==> config.mk <==
export PLATFORM = sky130hd
export DESIGN_NAME = seg7_scan_ctrl
export DESIGN_NICKNAME = d
export VERILOG_FILES = /design/src/rtl/seg7_pkg.sv /design/src/rtl/seg7_hex_decode.sv /design/src/rtl/seg7_scan_ctrl.sv
export SDC_FILE = /design/constraint.sdc
export NUM_CORES = 1
export LEC_CHECK = 0
export CORE_MARGIN = 5
export CORE_UTILIZATION = 25
export CTS_BUF_LIST = sky130_fd_sc_hd__clkbuf_16
export CTS_CLUSTER_SIZE = 24
export DETAILED_ROUTE_END_ITERATION = 6
export GPL_ROUTABILITY_DRIVEN = 0
export PLACE_DENSITY_LB_ADDON = 0.25
export SYNTH_ARGS = -nofsm -noshare
export SYNTH_HDL_FRONTEND = slang
export SYNTH_SLANG_ARGS = --single-unit
export TNS_END_PERCENT = 20
==> constraint.sdc <==
create_clock -name clk -period 8.8 [get_ports clk]
set_input_delay 1.76 -clock clk [delete_from_list [all_inputs] [get_ports clk]]
set_output_delay 1.76 -clock clk [all_outputs]
set_load 0.01 [all_outputs]
==> src/rtl/seg7_pkg.sv <==
// Shared types, segment table and sizing helper for the multiplexed seven-segment scanner.
package seg7_pkg;

    typedef enum logic [1:0] {
        IDLE  = 2'd0,
        BLANK = 2'd1,
        SHOW  = 2'd2
    } scan_state_t;

    localparam int SEG_W = 7;

    // Segment patterns for hex digits 0..F, bit0 = a .. bit6 = g, 1 = lit.
    localparam logic [SEG_W-1:0] SEG7_HEX [16] = '{
        7'h3F, 7'h06, 7'h5B, 7'h4F, 7'h66, 7'h6D, 7'h7D, 7'h07,
        7'h7F, 7'h6F, 7'h77, 7'h7C, 7'h39, 7'h5E, 7'h79, 7'h71
    };

    // Bits needed to hold a counter/index ranging over 0..n-1.
    function automatic int cnt_width(input int n);
        if (n <= 2) begin
            return 1;
        end else begin
            return $clog2(n);
        end
    endfunction

endpackage

==> src/rtl/seg7_hex_decode.sv <==
// Combinational hex nibble to seven-segment pattern lookup.
module seg7_hex_decode
    import seg7_pkg::*;
(
    input  logic [3:0]       nibble,
    output logic [SEG_W-1:0] segments
);

    assign segments = SEG7_HEX[nibble];

endmodule

==> src/rtl/seg7_scan_ctrl.sv <==
// Multiplexed seven-segment scanner: blank/show per digit, PWM brightness inside each dwell,
// and a double-buffered digit frame that only swaps in at the digit-0 boundary.
module seg7_scan_ctrl
    import seg7_pkg::*;
#(
    parameter int NUM_DIGITS   = 4,
    parameter int DWELL_CYCLES = 1024,
    parameter int BLANK_CYCLES = 16
) (
    input  logic                    clk,
    input  logic                    rst,
    input  logic                    en,
    input  logic                    load_valid,
    output logic                    load_ready,
    input  logic [4*NUM_DIGITS-1:0] load_data,
    input  logic [NUM_DIGITS-1:0]   load_dp,
    input  logic [3:0]              brightness,
    output logic [SEG_W-1:0]        seg_out,
    output logic                    dp_out,
    output logic [NUM_DIGITS-1:0]   digit_sel,
    output logic                    frame_done
);

    localparam int CNT_MAX = (DWELL_CYCLES > BLANK_CYCLES) ? DWELL_CYCLES : BLANK_CYCLES;
    localparam int CNT_W   = cnt_width(CNT_MAX);
    localparam int IDX_W   = cnt_width(NUM_DIGITS);
    localparam int LIT_STEP = DWELL_CYCLES / 16;

    localparam logic [CNT_W-1:0] BLANK_LAST = CNT_W'(BLANK_CYCLES - 1);
    localparam logic [CNT_W-1:0] DWELL_LAST = CNT_W'(DWELL_CYCLES - 1);
    localparam logic [IDX_W-1:0] IDX_LAST   = IDX_W'(NUM_DIGITS - 1);
    localparam logic [IDX_W-1:0] IDX_ZERO   = {IDX_W{1'b0}};
    localparam logic [CNT_W-1:0] CNT_ZERO   = {CNT_W{1'b0}};
    localparam logic [CNT_W-1:0] CNT_ONE    = {{(CNT_W-1){1'b0}}, 1'b1};
    localparam logic [IDX_W-1:0] IDX_ONE    = {{(IDX_W-1){1'b0}}, 1'b1};

    scan_state_t             state_r;
    scan_state_t             state_next_s;
    logic [IDX_W-1:0]        idx_r;
    logic [IDX_W-1:0]        idx_next_s;
    logic [CNT_W-1:0]        cnt_r;
    logic [CNT_W-1:0]        cnt_next_s;
    logic                    frame_wrap_s;

    logic [4*NUM_DIGITS-1:0] active_data_r;
    logic [NUM_DIGITS-1:0]   active_dp_r;
    logic [4*NUM_DIGITS-1:0] pending_data_r;
    logic [NUM_DIGITS-1:0]   pending_dp_r;
    logic                    pending_full_r;
    logic                    load_ready_r;
    logic                    commit_s;
    logic                    accept_s;

    logic [31:0]             lit_limit_s;
    logic                    lit_s;
    logic [3:0]              nibble_s;
    logic [SEG_W-1:0]        decoded_s;
    logic [SEG_W-1:0]        seg_next_s;
    logic                    dp_next_s;
    logic [NUM_DIGITS-1:0]   sel_next_s;

    logic [SEG_W-1:0]        seg_r;
    logic                    dp_r;
    logic [NUM_DIGITS-1:0]   sel_r;
    logic                    frame_done_r;

    // Scan state, digit index and phase counter.
    always_ff @(posedge clk) begin
        if (rst) begin
            state_r <= IDLE;
            idx_r   <= IDX_ZERO;
            cnt_r   <= CNT_ZERO;
        end else begin
            state_r <= state_next_s;
            idx_r   <= idx_next_s;
            cnt_r   <= cnt_next_s;
        end
    end

    // Next-state logic; dropping en always returns to a cleared IDLE.
    always_comb begin
        state_next_s = state_r;
        idx_next_s   = idx_r;
        cnt_next_s   = cnt_r;
        frame_wrap_s = 1'b0;
        if (!en) begin
            state_next_s = IDLE;
            idx_next_s   = IDX_ZERO;
            cnt_next_s   = CNT_ZERO;
        end else begin
            case (state_r)
                IDLE: begin
                    state_next_s = BLANK;
                    idx_next_s   = IDX_ZERO;
                    cnt_next_s   = CNT_ZERO;
                end
                BLANK: begin
                    if (cnt_r == BLANK_LAST) begin
                        state_next_s = SHOW;
                        cnt_next_s   = CNT_ZERO;
                    end else begin
                        cnt_next_s = cnt_r + CNT_ONE;
                    end
                end
                SHOW: begin
                    if (cnt_r == DWELL_LAST) begin
                        state_next_s = BLANK;
                        cnt_next_s   = CNT_ZERO;
                        if (idx_r == IDX_LAST) begin
                            idx_next_s   = IDX_ZERO;
                            frame_wrap_s = 1'b1;
                        end else begin
                            idx_next_s = idx_r + IDX_ONE;
                        end
                    end else begin
                        cnt_next_s = cnt_r + CNT_ONE;
                    end
                end
                default: begin
                    state_next_s = IDLE;
                    idx_next_s   = IDX_ZERO;
                    cnt_next_s   = CNT_ZERO;
                end
            endcase
        end
    end

    // Commit looks only at the pre-cycle pending flag, so it never overlaps an accept.
    assign commit_s = pending_full_r && (state_next_s == BLANK) && (state_r != BLANK)
                      && (idx_next_s == IDX_ZERO);
    assign accept_s = load_valid && !pending_full_r;

    // Pending/active frame buffers and the ready flag.
    always_ff @(posedge clk) begin
        if (rst) begin
            active_data_r  <= '0;
            active_dp_r    <= '0;
            pending_data_r <= '0;
            pending_dp_r   <= '0;
            pending_full_r <= 1'b0;
            load_ready_r   <= 1'b1;
        end else if (commit_s) begin
            active_data_r  <= pending_data_r;
            active_dp_r    <= pending_dp_r;
            pending_full_r <= 1'b0;
            load_ready_r   <= 1'b1;
        end else if (accept_s) begin
            pending_data_r <= load_data;
            pending_dp_r   <= load_dp;
            pending_full_r <= 1'b1;
            load_ready_r   <= 1'b0;
        end else begin
            pending_full_r <= pending_full_r;
            load_ready_r   <= !pending_full_r;
        end
    end

    // Outputs are computed from next-cycle state so the registered pins line up with the FSM.
    assign lit_limit_s = (32'(brightness) + 32'd1) * 32'(LIT_STEP);
    assign lit_s       = (32'(cnt_next_s) < lit_limit_s);
    assign nibble_s    = active_data_r[4*idx_next_s +: 4];

    seg7_hex_decode u_hex_decode (
        .nibble   (nibble_s),
        .segments (decoded_s)
    );

    // Output decode: digit select during SHOW, segments only inside the PWM on-window.
    always_comb begin
        seg_next_s = '0;
        dp_next_s  = 1'b0;
        sel_next_s = '0;
        if (state_next_s == SHOW) begin
            sel_next_s[idx_next_s] = 1'b1;
            if (lit_s) begin
                seg_next_s = decoded_s;
                dp_next_s  = active_dp_r[idx_next_s];
            end else begin
                seg_next_s = '0;
                dp_next_s  = 1'b0;
            end
        end else begin
            sel_next_s = '0;
        end
    end

    // Registered display outputs and frame pulse.
    always_ff @(posedge clk) begin
        if (rst) begin
            seg_r        <= '0;
            dp_r         <= 1'b0;
            sel_r        <= '0;
            frame_done_r <= 1'b0;
        end else begin
            seg_r        <= seg_next_s;
            dp_r         <= dp_next_s;
            sel_r        <= sel_next_s;
            frame_done_r <= frame_wrap_s;
        end
    end

    assign seg_out    = seg_r;
    assign dp_out     = dp_r;
    assign digit_sel  = sel_r;
    assign frame_done = frame_done_r;
    assign load_ready = load_ready_r;

endmodule

# Word-level counts from Yosys, hierarchy flattened
# Memory sizes are Yosys's and may differ from the RTL's. A register that Yosys moved wholly into a read port is not among the register bits.
# Index checks and enable logic that the tools add are counted.
dict set report totals {
  reg_bits 62
  rom_bits 112
  inputBits 28
  output_inout_bits 14
  mem_count 1
}
dict set report op_classes {
  n_addsub 3
  order_cmp 3
  eq_ne 8
  shifts 1
  muxes 18
  bitwise_logic 7
  n_reduce_logical 13
}
# name depth width read_ports rd_ports_with_merged_regs write_ports line_no
set mem_list {}
lappend mem_list {{(no name shown)} 16 7 1 1 0 seg7_hex_decode.sv:9} ;# assign segments = SEG7_HEX[nibble];
# operator count
set op_table {}
lappend op_table {{two-way mux 10 bit} 3}
lappend op_table {{one-hot mux 10 bit (2 select lines)} 1}
lappend op_table {{variable part select 16 x 5 -> 4 bit} 1}
lappend op_table {{two-way mux 2 bit} 6}
lappend op_table {{< comparator 10 x 11 -> 1 bit} 1}
lappend op_table {{adder 10 x 1 -> 10 bit (second input constant)} 1}
lappend op_table {{equality test 10 bit (second input constant)} 1}
lappend op_table {{equality test 10 x 4 -> 1 bit (second input constant)} 1}
lappend op_table {{equality test 2 bit (second input constant)} 3}
lappend op_table {{inverter 1 bit} 6}
lappend op_table {{one-hot mux 2 bit (3 select lines)} 1}
lappend op_table {{adder 4 x 1 -> 5 bit (second input constant)} 1}
lappend op_table {{logical AND 1 bit} 5}
lappend op_table {{inverter 4 -> 5 bit} 1}
lappend op_table {{equality test 2 x 1 -> 1 bit (second input constant)} 2}
lappend op_table {{logical NOT 2 bit} 2}
lappend op_table {{two-way mux 1 bit} 4}
lappend op_table {{one-hot mux 2 bit (2 select lines)} 1}
lappend op_table {{OR reduction 2 bit} 2}
lappend op_table {{OR reduction 4 bit} 1}
lappend op_table {{< comparator 2 x 3 -> 1 bit (second input constant)} 1}
lappend op_table {{OR reduction 3 bit} 1}
lappend op_table {{adder 2 x 1 -> 2 bit (second input constant)} 1}
lappend op_table {{binary-select mux 1 bit (select 2 bit)} 1}
lappend op_table {{other kinds (5)} 5}

# Depth between registers and ports, before layout
# Gate-level depths: netlist of the first run.
dict set report logic_depth {
  ltp_word 10
  ltp_mapped 15
  ltp_nobuf 13
}

# Hierarchy
# From an unflattened synthesis of the first run, not the netlist that was laid out.
dict set report hier_totals {
  hier_cells 378
  hier_area_um2 3417.0
}
# module n_inst cells_per_inst area_per_inst_um2 seq_area_each_um2
set by_module_without_submodules {}
lappend by_module_without_submodules {seg7_scan_ctrl 1 345 3129.3 1381.3}
lappend by_module_without_submodules {seg7_hex_decode 1 33 287.8 0.0}

# Worst setup path before layout of the first run
# OpenSTA, ideal clock, no wires.
dict set report synth_timing {
  kind {input port to flip-flop}
  startpoint {input en}
  endpoint {register seg_r[0] (netlist: seg_out[0])}
  setup_time_ps 66
  arrival_ps 3232
  required_ps 8734
  path_slack_ps 5501
  path_stages 8
  n_path_buf 0
  cell_sequence {nand2_1 -> a21oi_2 -> o22ai_1 -> inv_1 -> ha_1 -> or3b_1 -> o221a_1 -> nor2_1}
}
dict set report synth_via {
  elab_chain_len 4
}
# item line_no
set synth_lines {}
lappend synth_lines {{start, declared} seg7_scan_ctrl.sv:12} ;# input logic en,
lappend synth_lines {{two-way mux 10 bit or two-way mux 2 bit (tied branches)} seg7_scan_ctrl.sv:86} ;# if (!en) begin
lappend synth_lines {{< comparator 10 x 11 -> 1 bit or equality test 2 bit (tied branches)} {seg7_scan_ctrl.sv:160, seg7_scan_ctrl.sv:173}}
lappend synth_lines {{inverter 1 bit (no line)} n/a}
lappend synth_lines {{OR reduction 3 bit (no line)} n/a}
lappend synth_lines {{end, declared} seg7_scan_ctrl.sv:62} ;# logic [SEG_W-1:0] seg_r;
# Several ways; a longest one is shown, not always the timed one.
# A chain may end at the register's enable or synchronous reset.

# Worst setup path after layout of the first run
# Ends and elaborated chain as after synthesis.

==> results of run 1 <==
path summary, 6_finish.rpt:
kind                          from               endpoint  slack [ns]  depth (start not counted)
max                             en  seg_out[0]$_SDFF_PP0_        4.81                          9
min            cnt_r[0]$_SDFF_PP0_    cnt_r[0]$_SDFF_PP0_        0.44                          1
max reg2reg  state_r[0]$_SDFF_PP0_  seg_out[0]$_SDFF_PP0_        5.28                         13
min reg2reg    cnt_r[0]$_SDFF_PP0_    cnt_r[0]$_SDFF_PP0_        0.44                          1
metrics by stage:
stage	setup slack [ns]	utilization [%]	cells
2_1_floorplan	5.501	-	351
3_5_place_dp	4.504	29.65	549
6_report	4.811	31.79	565
3_3_place_gp	4.586	29.65	549
5_1_grt	4.596	31.79	565
4_1_cts	4.838	31.79	565
critical path, cell delays in order:
cell	delay [ns]
clkdlybuf4s50_1	0.55
nand2_1	0.29
a21oi_2	0.13
o22ai_1	0.47
inv_1	0.21
ha_1	0.27
or3b_1	0.38
o221a_1	0.12
nor2_1	0.07
registers in the layout, indices dropped and copies added (netlist names):
name / cells
cnt_r: 10
state_r: 2
load_ready: 1
pending_data_r: 16
active_dp_r: 4
seg_out: 7
active_data_r: 16
dp_out: 1
frame_done: 1
idx_r: 2
digit_sel: 4
pending_full_r: 1
pending_dp_r: 4
Yosys cell counts, types with 2 or more instances:
master	instances	share of area, %
nand3_1	11	1.7
nand2_1	51	6.0
nor3_1	9	1.4
o41ai_2	2	1.0
xnor2_1	5	1.4
xor2_1	6	1.7
nor2b_1	2	0.39
or3b_1	2	0.55
nand4_1	4	0.79
mux2_2	2	0.71
o21ai_0	3	0.47
buf_1	2	0.24
ha_1	17	6.7
a21oi_1	30	4.7
mux2i_1	27	8.5
nand2b_1	4	0.79
nor2_1	45	5.3
clkbuf_1	8	0.94
buf_6	5	1.8
or4_1	2	0.47
nor4_1	2	0.39
and3_1	3	0.59
dfxtp_1	69	43
buf_4	2	0.47
inv_1	9	1.1
or3_1	3	0.59
final cells by class:
type                    count  area, sq um  area share, %
multi-input cells         255         1663          41.62
flip-flops and latches     69         1381          34.58
repair buffers             44        432.9          10.84
clock buffers               9        225.2          5.637
well taps                 172        215.2          5.387
clock inverters             7        43.79          1.096
inverters                   9        33.78         0.8456
cell usage in the layout (no fill, tap or decap), types with 3 or more instances in the layout:
cell             Yosys  routed
inv_1                9      10
clkbuf_16            0       9
or3_1                3       3
mux2i_1             27      27
ha_1                17      17
dfxtp_1             69      69
and3_1               3       3
nand4_1              4       4
nor2_1              45      45
o21ai_0              3       3
a21oi_1             30      30
nand3_1             11      11
buf_4                2       3
nand2b_1             4       4
xnor2_1              5       5
clkinv_4             0       3
xor2_1               6       6
clkdlybuf4s50_1      0      41
nor3_1               9       9
nand2_1             51      51
routing by layer:
metal | vias to the layer above | wire length (um)
li1 | 1283 | -
met1 | 1138 | 3485
met2 | 39 | 3336
met3 | 13 | 340
met4 | 0 | 110
met5 | - | 0
power breakdown:
group / switching [uW] / leakage [uW] / total, uW / internal, uW
Combinational: 23.7 / 0.000766 / 47.5 / 23.8
Sequential: 4.30 / 0.000560 / 325 / 320
Clock: 134 / 0.000138 / 323 / 189
Total: 162 / 0.00146 / 695 / 533
logic make-up after synthesis:
kind of cell	count (synthesis)	share of synthesized area, %
simple gates	146	21.41
buf+inv	27	4.643
compound gates	51	11.10
xor+xnor	11	3.030
mux	30	9.681
flops	69	43.45
fa+ha+maj	17	6.690
==> out/summary.txt, run 1 <==
Final Skew: 0.005711 ns
Post-Syn Nets: 396
Final ANT Viol Nets: 0
Starting density of the core: 25.30%
Post-Route WL: 7.272 mm
Number of synthesized flops with an enable pin: 0
Met3 GRT Util: 3.041%
RSZ-0062 raised after global routing: false
Hold-fix buffers, CTS: 0
CTS root buf: clkbuf_16
Die width: 122.8 um
Post-route setup TNS: 0 ns
Fin. max-slew vios: 0
Port buffer count: 41
Max-cap violations: 0
Total GRT Usage: 10.25%
Row cnt: 41
Clk pin slew, worst setup/hold paths: 0.06 ns
Avg WL per Cell: 12.87 um
GRT busiest layer: met2
YS warnings: 0
Share of layout cells above drive strength 1: 7.888%
Worst Path Arrival: 4.25 ns
Fill count: 1,322
Antenna cells: 0
Worst-Skew Late Latency: 0.33 ns
Max clock buf depth: 2
Hold_ws: 0.4436 ns
Worst min path class: reg2reg
Cells after synthesis: 351
Static leakage: 0.001464 uW
Critical path startpoint category: primary input
Post-synth cell types: 52
Global routing usage on met1: 13.32%
Worst EP required: 9.06 ns
Synth-to-layout area growth: 25.66%
Top Ports: 42
CTS Sinks: 69
Seq/Total Area, Yosys: 43.45%
Placement Cell Area: 3726 sq um
Die ar.: 15,070 sq um
Worst setup EP type: register
Design Area, Final: 3995 sq um
Fmax: 250.7 MHz
Placed wire-length estimate: 5.240 mm
Core footprint: 12,570 sq um
Pwr Density: 173.9 nW/um^2
H-tree depth: 3
Max_slew headroom: 28.10%
First drt pass iteration count: 4
Post-Syn Area: 3179 sq um
Min Tclk post-route: 3.989 ns
Via count: 2,473
Avg Inst Size Synth: 9.058 sq um
Vias in the first global route: 2,436
First-pass GRT wire length: 12.10 mm
CP Max Fanout: 7
Peak VDD IR: 0.07882 mV
Post_cts resized: 0
GR Overflow Total: 0
#FFs+latches synth: 69
Initial drt markers: 135
Total power draw: 694.7 uW
TritonCTS Buffers: 9
Initial antenna violation count: 0
Die Y: 122.8 um
CTS tree: done
Largest net degree at the start of global routing: 50
Via density: 4.377
Setup Viol. Count Final: 0
Worst-Margin Slew: 1.079 ns
Drt drc: 0
Status: finished, final reports clean
Kind of critical path: in2reg
Final hold violations: 0
GRT met2 Usage: 16.16%
Post-route clock period utilization: 45.33%
Commonest register cell after synthesis: dfxtp_1
Postcts setup bufs: 0
Final #Nets: 433
Async SR Flop Fraction: 0%
Power figures use the tool's default switching activity.
==> run 2, diff against run 1 <==
clock period = 3.25 ns   (was 8.8 ns; I/O delays follow)
==> run 2 against run 1 <==
Net effect:
- worst setup slack got worse by 4.6 ns
- register-to-register slack got worse by 5.1 ns
- core utilization increased by 0.75 points
- critical path depth increased by 3
- hold slack improved by 0.0087 ns
- global-route usage increased by 0.26 points
- clock skew increased by 0.0022 ns
- sequential power increased to 2.7 times the previous value
==> out/summary.txt, run 2 (same netlist as run 1, synthesis figures left out) <==
Status: finished, final reports clean
Hold-fix buffers, CTS: 0 (unchanged)
CP Max Fanout: 7 (unchanged)
Die width: 122.8 um (unchanged)
Share of layout cells above drive strength 1: 10.50% (+2.6 points)
Worst-Skew Late Latency: 0.32 ns (about the same)
Drt drc: 0 (unchanged)
TritonCTS Buffers: 9 (unchanged)
H-tree depth: 3 (unchanged)
Largest net degree at the start of global routing: 49 (-2.0%)
GRT busiest layer: met2
Starting density of the core: 25.30% (unchanged)
CTS tree: done
Fill count: 1,328 (+0.45%)
Antenna cells: 0 (unchanged)
Worst setup EP type: register
Final ANT Viol Nets: 0 (unchanged)
Die Y: 122.8 um (unchanged)
Die ar.: 15,070 sq um (unchanged)
Switching Share: 21.94% (-1.4 points)
First-pass GRT wire length: 12.49 mm (+3.2%)
Fmax: 330.4 MHz
CTS root buf: clkbuf_16
Critical path startpoint category: register
Synth-to-layout area growth: 28.61%
Final hold violations: 0 (unchanged)
Initial antenna violation count: 0 (unchanged)
RSZ-0062 raised after global routing: false
Port buffer count: 41 (unchanged)
Worst-Margin Slew: 0.7525 ns (-0.3261 ns)
Pwr Density: 448.4 nW/um^2 (+160%)
Worst Path Arrival: 3.29 ns (-0.96 ns)
Worst EP required: 3.52 ns (-5.54 ns)
Net switching power: 402.2 uW (+150%)
GR Overflow Total: 0 (unchanged)
GRT met2 Usage: 16.57% (+0.41 points)
Max-cap violations: 0 (unchanged)
Most common library cell in the layout ignoring fill and taps: dfxtp_1
CTS Sinks: 69 (unchanged)
Fin. max-slew vios: 0 (unchanged)
Gate power share: 7.3% (+0.5 points)
Max clock buf depth: 2 (unchanged)
Commonest non-fill, non-tap cells in the layout: dfxtp_1 (69), nand2_1 (51), nor2_1 (45)
Total GRT Usage: 10.51% (+0.26 points)
Clk pwr share: 44.7% (-1.7 points)
First drt pass iteration count: 4 (unchanged)
Initial drt markers: 113 (-16%)
Clk pin slew, worst setup/hold paths: 0.06 ns (about the same)
Final Skew: 0.007921 ns (+0.002210 ns)
Placed wire-length estimate: 5.554 mm (+6.0%)
Peak VDD IR: 0.1858 mV (+140%)
Met3 GRT Util: 2.258% (-0.78 points)
Setup Viol. Count Final: 0 (unchanged)
Core footprint: 12,570 sq um (unchanged)
Vias in the first global route: 2,595 (+6.5%)
Final #Nets: 442 (+2.1%)
Sequential share of power: 48.0% (+1.3 points)
Via count: 2,503 (+1.2%)
Min Tclk post-route: 3.027 ns
Kind of critical path: reg2reg
Cell-internal power: 1431 uW (+170%)
Avg WL per Cell: 12.78 um (-0.67%)
Worst min path class: reg2reg
Post-Route WL: 7.313 mm (+0.56%)
Total power draw: 1834 uW (+160%)
Global routing usage on met1: 13.54% (+0.22 points)
Max_slew headroom: 49.83% (+22 points)
Via density: 4.376 (about the same)
Biggest regs: active_data_r (16), pending_data_r (16), cnt_r (10)
Static leakage: 0.001504 uW (+2.7%)
Post-route setup TNS: 0 ns (unchanged)
Top Ports: 42 (unchanged)
Row cnt: 41 (unchanged)
Post-route clock period utilization: 93.13%
run 2: critical path, cell delays in order (launching register included):
cell,delay [ns]
dfxtp_1,0.32
inv_1,0.11
ha_2,0.24
or3b_1,0.37
o41ai_2,0.28
or2_4,0.23
nand3_4,0.13
or3_1,0.33
o211a_2,0.16
ha_1,0.22
or3b_1,0.37
o221a_1,0.12
nor2_1,0.08
run 2: stage by stage:
step | setup slack, ns | std cells | hold WS, ns | instance area [sq um] | util (%)
6_report | 0.2233 | 572 | 0.4523 | 4089 | 32.53
2_1_floorplan | 0.3719 | 351 | 0.4175 | 3179 | -
4_1_cts | 0.09519 | 572 | 0.4551 | 4053 | 32.24
3_5_place_dp | 0.09596 | 558 | 0.4484 | 3806 | 30.28
5_1_grt | 0.02386 | 572 | 0.4759 | 4089 | 32.53
3_3_place_gp | 0.2351 | 558 | 0.4315 | 3806 | 30.28
run 2: repair_timing:
item | 4_1_cts | 5_1_grt
endpoints found under the setup margin | 0 | 7
setup buffers | 0 | 0
resized for setup | 0 | 7
run 2: power groups by stage:
stage	logic (uW)	registers [uW]	clock network, uW
floorplan	75.2	894	0
global placement	134	898	0
detailed placement	135	898	0
global route	149	882	899
finish	134	880	820
CTS	136	880	856
run 2: layout make-up:
class	count	area [sq um]	area share [%]
Sequential cell	69	1381	33.78
Timing Repair Buffer	53	513.0	12.55
Multi-Input combinational cell	255	1699	41.55
Inverter	9	33.78	0.8262
Clock buffer	9	225.2	5.508
Clock inverter	5	21.27	0.5202
Tap cell	172	215.2	5.263
run 2: layer usage:
metal  vias to the layer above  part of all wire [%]  wire [um]
met5                         -                     0          0
met4                         0                   2.5        186
met3                        15                   3.9        285
met2                        37                    46       3382
met1                      1156                    47       3458
li1                       1295                     -          -
run 2: path summary, 6_finish.rpt:
| check | start | endpoint | slack, ns | cells after the start |
|---|---|---|---|---|
| worst max-delay path | state_r[0]$_SDFF_PP0_ | seg_out[0]$_SDFF_PP0_ | 0.22 | 12 |
| worst max register to register | state_r[0]$_SDFF_PP0_ | seg_out[0]$_SDFF_PP0_ | 0.22 | 12 |
| worst min register to register | pending_dp_r[3]$_SDFFE_PP0P_ | pending_dp_r[3]$_SDFFE_PP0P_ | 0.45 | 2 |
| worst min-delay path | pending_dp_r[3]$_SDFFE_PP0P_ | pending_dp_r[3]$_SDFFE_PP0P_ | 0.45 | 2 |
==> run 3, diff against run 2 <==
CTS_CLUSTER_SIZE = unset   (was 24)
GPL_TIMING_DRIVEN = 0   (was unset)
==> run 3 against run 2 <==
Net effect:
- clock skew increased by 0.00088 ns
- global-route usage grew 0.27 points
- non-clock buffer count up 6
- core utilization up 0.26 points
- die area stayed put
- first-iteration DRC count down 15%
- critical path type unchanged
- largest cell class unchanged
==> out/summary.txt, run 3 (same netlist as run 1, synthesis figures left out) <==
Kind of critical path: reg2reg
Placed wire-length estimate: 5.666 mm (+2.0%)
Worst-Skew Late Latency: 0.33 ns (about the same)
Cell-internal power: 1522 uW (+6.3%)
Met1 WL: 3.580 mm (+3.5%)
Post-Route WL: 7.522 mm (+2.9%)
Initial antenna violation count: 0 (unchanged)
Final #Nets: 448 (+1.4%)
Postcts setup bufs: 0 (unchanged)
Net switching power: 449.3 uW (+12%)
Fmax: 324.9 MHz (-1.7%)
Worst min path class: reg2reg
Crit path from: state_r[0]$_SDFF_PP0_
Via density: 4.417 (+0.95%)
First drt pass iteration count: 4 (unchanged)
RSZ-0062 raised after global routing: true
Static leakage: 0.001538 uW (+2.3%)
Most common library cell in the layout ignoring fill and taps: dfxtp_1
CTS Sinks: 69 (unchanged)
Worst EP required: 3.52 ns (about the same)
Max_slew headroom: 62.90% (+13 points)
TritonCTS Buffers: 9 (unchanged)
Drt drc: 0 (unchanged)
Initial drt markers: 96 (-15%)
Critical path startpoint category: register
Min Tclk post-route: 3.078 ns (+0.05129 ns)
Avg WL per Cell: 12.97 um (+1.4%)
Switching Share: 22.79% (+0.86 points)
Hold_ws: 0.4436 ns (-0.008644 ns)
Pwr Density: 478.3 nW/um^2 (+6.7%)
Clk pin slew, worst setup/hold paths: 0.05 ns (about the same)
GR Overflow Total: 0 (unchanged)
Final ANT Viol Nets: 0 (unchanged)
Design Area, Final: 4121 sq um (+0.80%)
Biggest regs: active_data_r (16), pending_data_r (16), cnt_r (10)
Die ar.: 15,070 sq um (unchanged)
Die Y: 122.8 um (unchanged)
CTS tree: done
Final hold violations: 0 (unchanged)
Row cnt: 41 (unchanged)
Status: finished, final reports clean
Setup Viol. Count Final: 0 (unchanged)
DR WL met3: 332 um (+16%)
Worst-Margin Slew: 0.5564 ns (-0.1960 ns)
Post-route setup TNS: 0 ns (unchanged)
Vias in the first global route: 2,660 (+2.5%)
Starting density of the core: 25.30% (unchanged)
Max clock buf depth: 2 (unchanged)
Worst setup EP type: register
Antenna cells: 0 (unchanged)
Total GRT Usage: 10.78% (+0.27 points)
Port buffer count: 41 (unchanged)
Share of layout cells above drive strength 1: 10.05% (-0.45 points)
HP Start: cnt_r[0]$_SDFF_PP0_
Die width: 122.8 um (unchanged)
Hold-fix buffers, CTS: 0 (unchanged)
Core footprint: 12,570 sq um (unchanged)
Final Skew: 0.008798 ns (+0.0008778 ns)
Largest net degree at the start of global routing: 13 (-73%)
Top Ports: 42 (unchanged)
Synth-to-layout area growth: 29.63%
Routed length on met2: 3.501 mm (+3.5%)
CTS root buf: clkbuf_16
H-tree depth: 3 (unchanged)
First-pass GRT wire length: 12.80 mm (+2.5%)
Clk pwr share: 48.6% (+3.9 points)
Peak VDD IR: 0.1983 mV (+6.7%)
Via count: 2,562 (+2.4%)
Fill count: 1,310 (-1.4%)
Commonest non-fill, non-tap cells in the layout: dfxtp_1 (69), nand2_1 (51), nor2_1 (45)
Post-route clock period utilization: 94.71% (+1.6 points)
Worst Path Arrival: 3.34 ns (+0.05 ns)
Core Util, Final: 32.79% (+0.26 points)
Highest metal used: met4
Gate power share: 6.8% (-0.5 points)
Max-cap violations: 0 (unchanged)
Post-route setup slack: 0.1720 ns (-0.05129 ns)
Sequential share of power: 44.6% (-3.4 points)
RR Startpoint: state_r[0]$_SDFF_PP0_
CP Max Fanout: 9 (+2)
Post-place setup slack: -0.1273 ns (-0.2232 ns)
Fin. max-slew vios: 0 (unchanged)
Placement Cell Area: 3805 sq um (about the same)
-- run 3: layout make-up --
type / instances / area (sq um) / area share [%]
Multi-Input combinational cell: 255 / 1674 / 40.62
Sequential cell: 69 / 1381 / 33.52
Timing Repair Buffer: 41 / 410.4 / 9.958
Clock buffer: 9 / 225.2 / 5.464
Tap cell: 172 / 215.2 / 5.222
Buffer: 18 / 113.9 / 2.763
Clock inverter: 7 / 67.56 / 1.639
Inverter: 9 / 33.78 / 0.8197
-- run 3: worst paths after layout --
path / endpoint / slack (ns) / cells after the start
hold / removal: cnt_r[0]$_SDFF_PP0_ / 0.44 / 1
setup / recovery: seg_out[0]$_SDFF_PP0_ / 0.17 / 14
setup reg to reg: seg_out[0]$_SDFF_PP0_ / 0.17 / 14
hold reg to reg: cnt_r[0]$_SDFF_PP0_ / 0.44 / 1
-- run 3: stage by stage --
stage,std cells,total power [uW]
after CTS,580,2007
after global placement,564,1031
final,580,1971
after floorplan,351,969.2
after detailed placement,564,1033
after global routing,580,2057
-- run 3: timing repair --
action	in CTS	in global routing
gates resized for setup	1	4
hold endpoints to repair	0	0
pin swaps	0	2
gates cloned	0	0
setup endpoints to repair	1	8
-- run 3: layer usage --
metal  track usage (%)  vias to the layer above
met5                 0                        -
met4             3.709                        0
met3             3.134                       12
met2             17.12                       42
met1             13.97                     1184
li1                  -                     1324
-- run 3: critical path: stages, from the launching register on --
cell and delay, ns:
dfxtp_1 0.33, inv_2 0.08, ha_1 0.16, buf_6 0.13, or3b_1 0.38, o41ai_4 0.25
or2_1 0.16, buf_6 0.12, nand3_4 0.11, or3_1 0.33, o211a_2 0.16, ha_2 0.22
or3b_1 0.37, o221a_1 0.13, nor2_1 0.07
-- run 3: power groups by stage --
stage	combinational [uW]	clock [uW]	sequential (uW)
after floorplan	75.2	0	894
after global placement	133	0	898
after detailed placement	135	0	899
after CTS	136	991	880
after global routing	150	1020	882
final	133	958	880
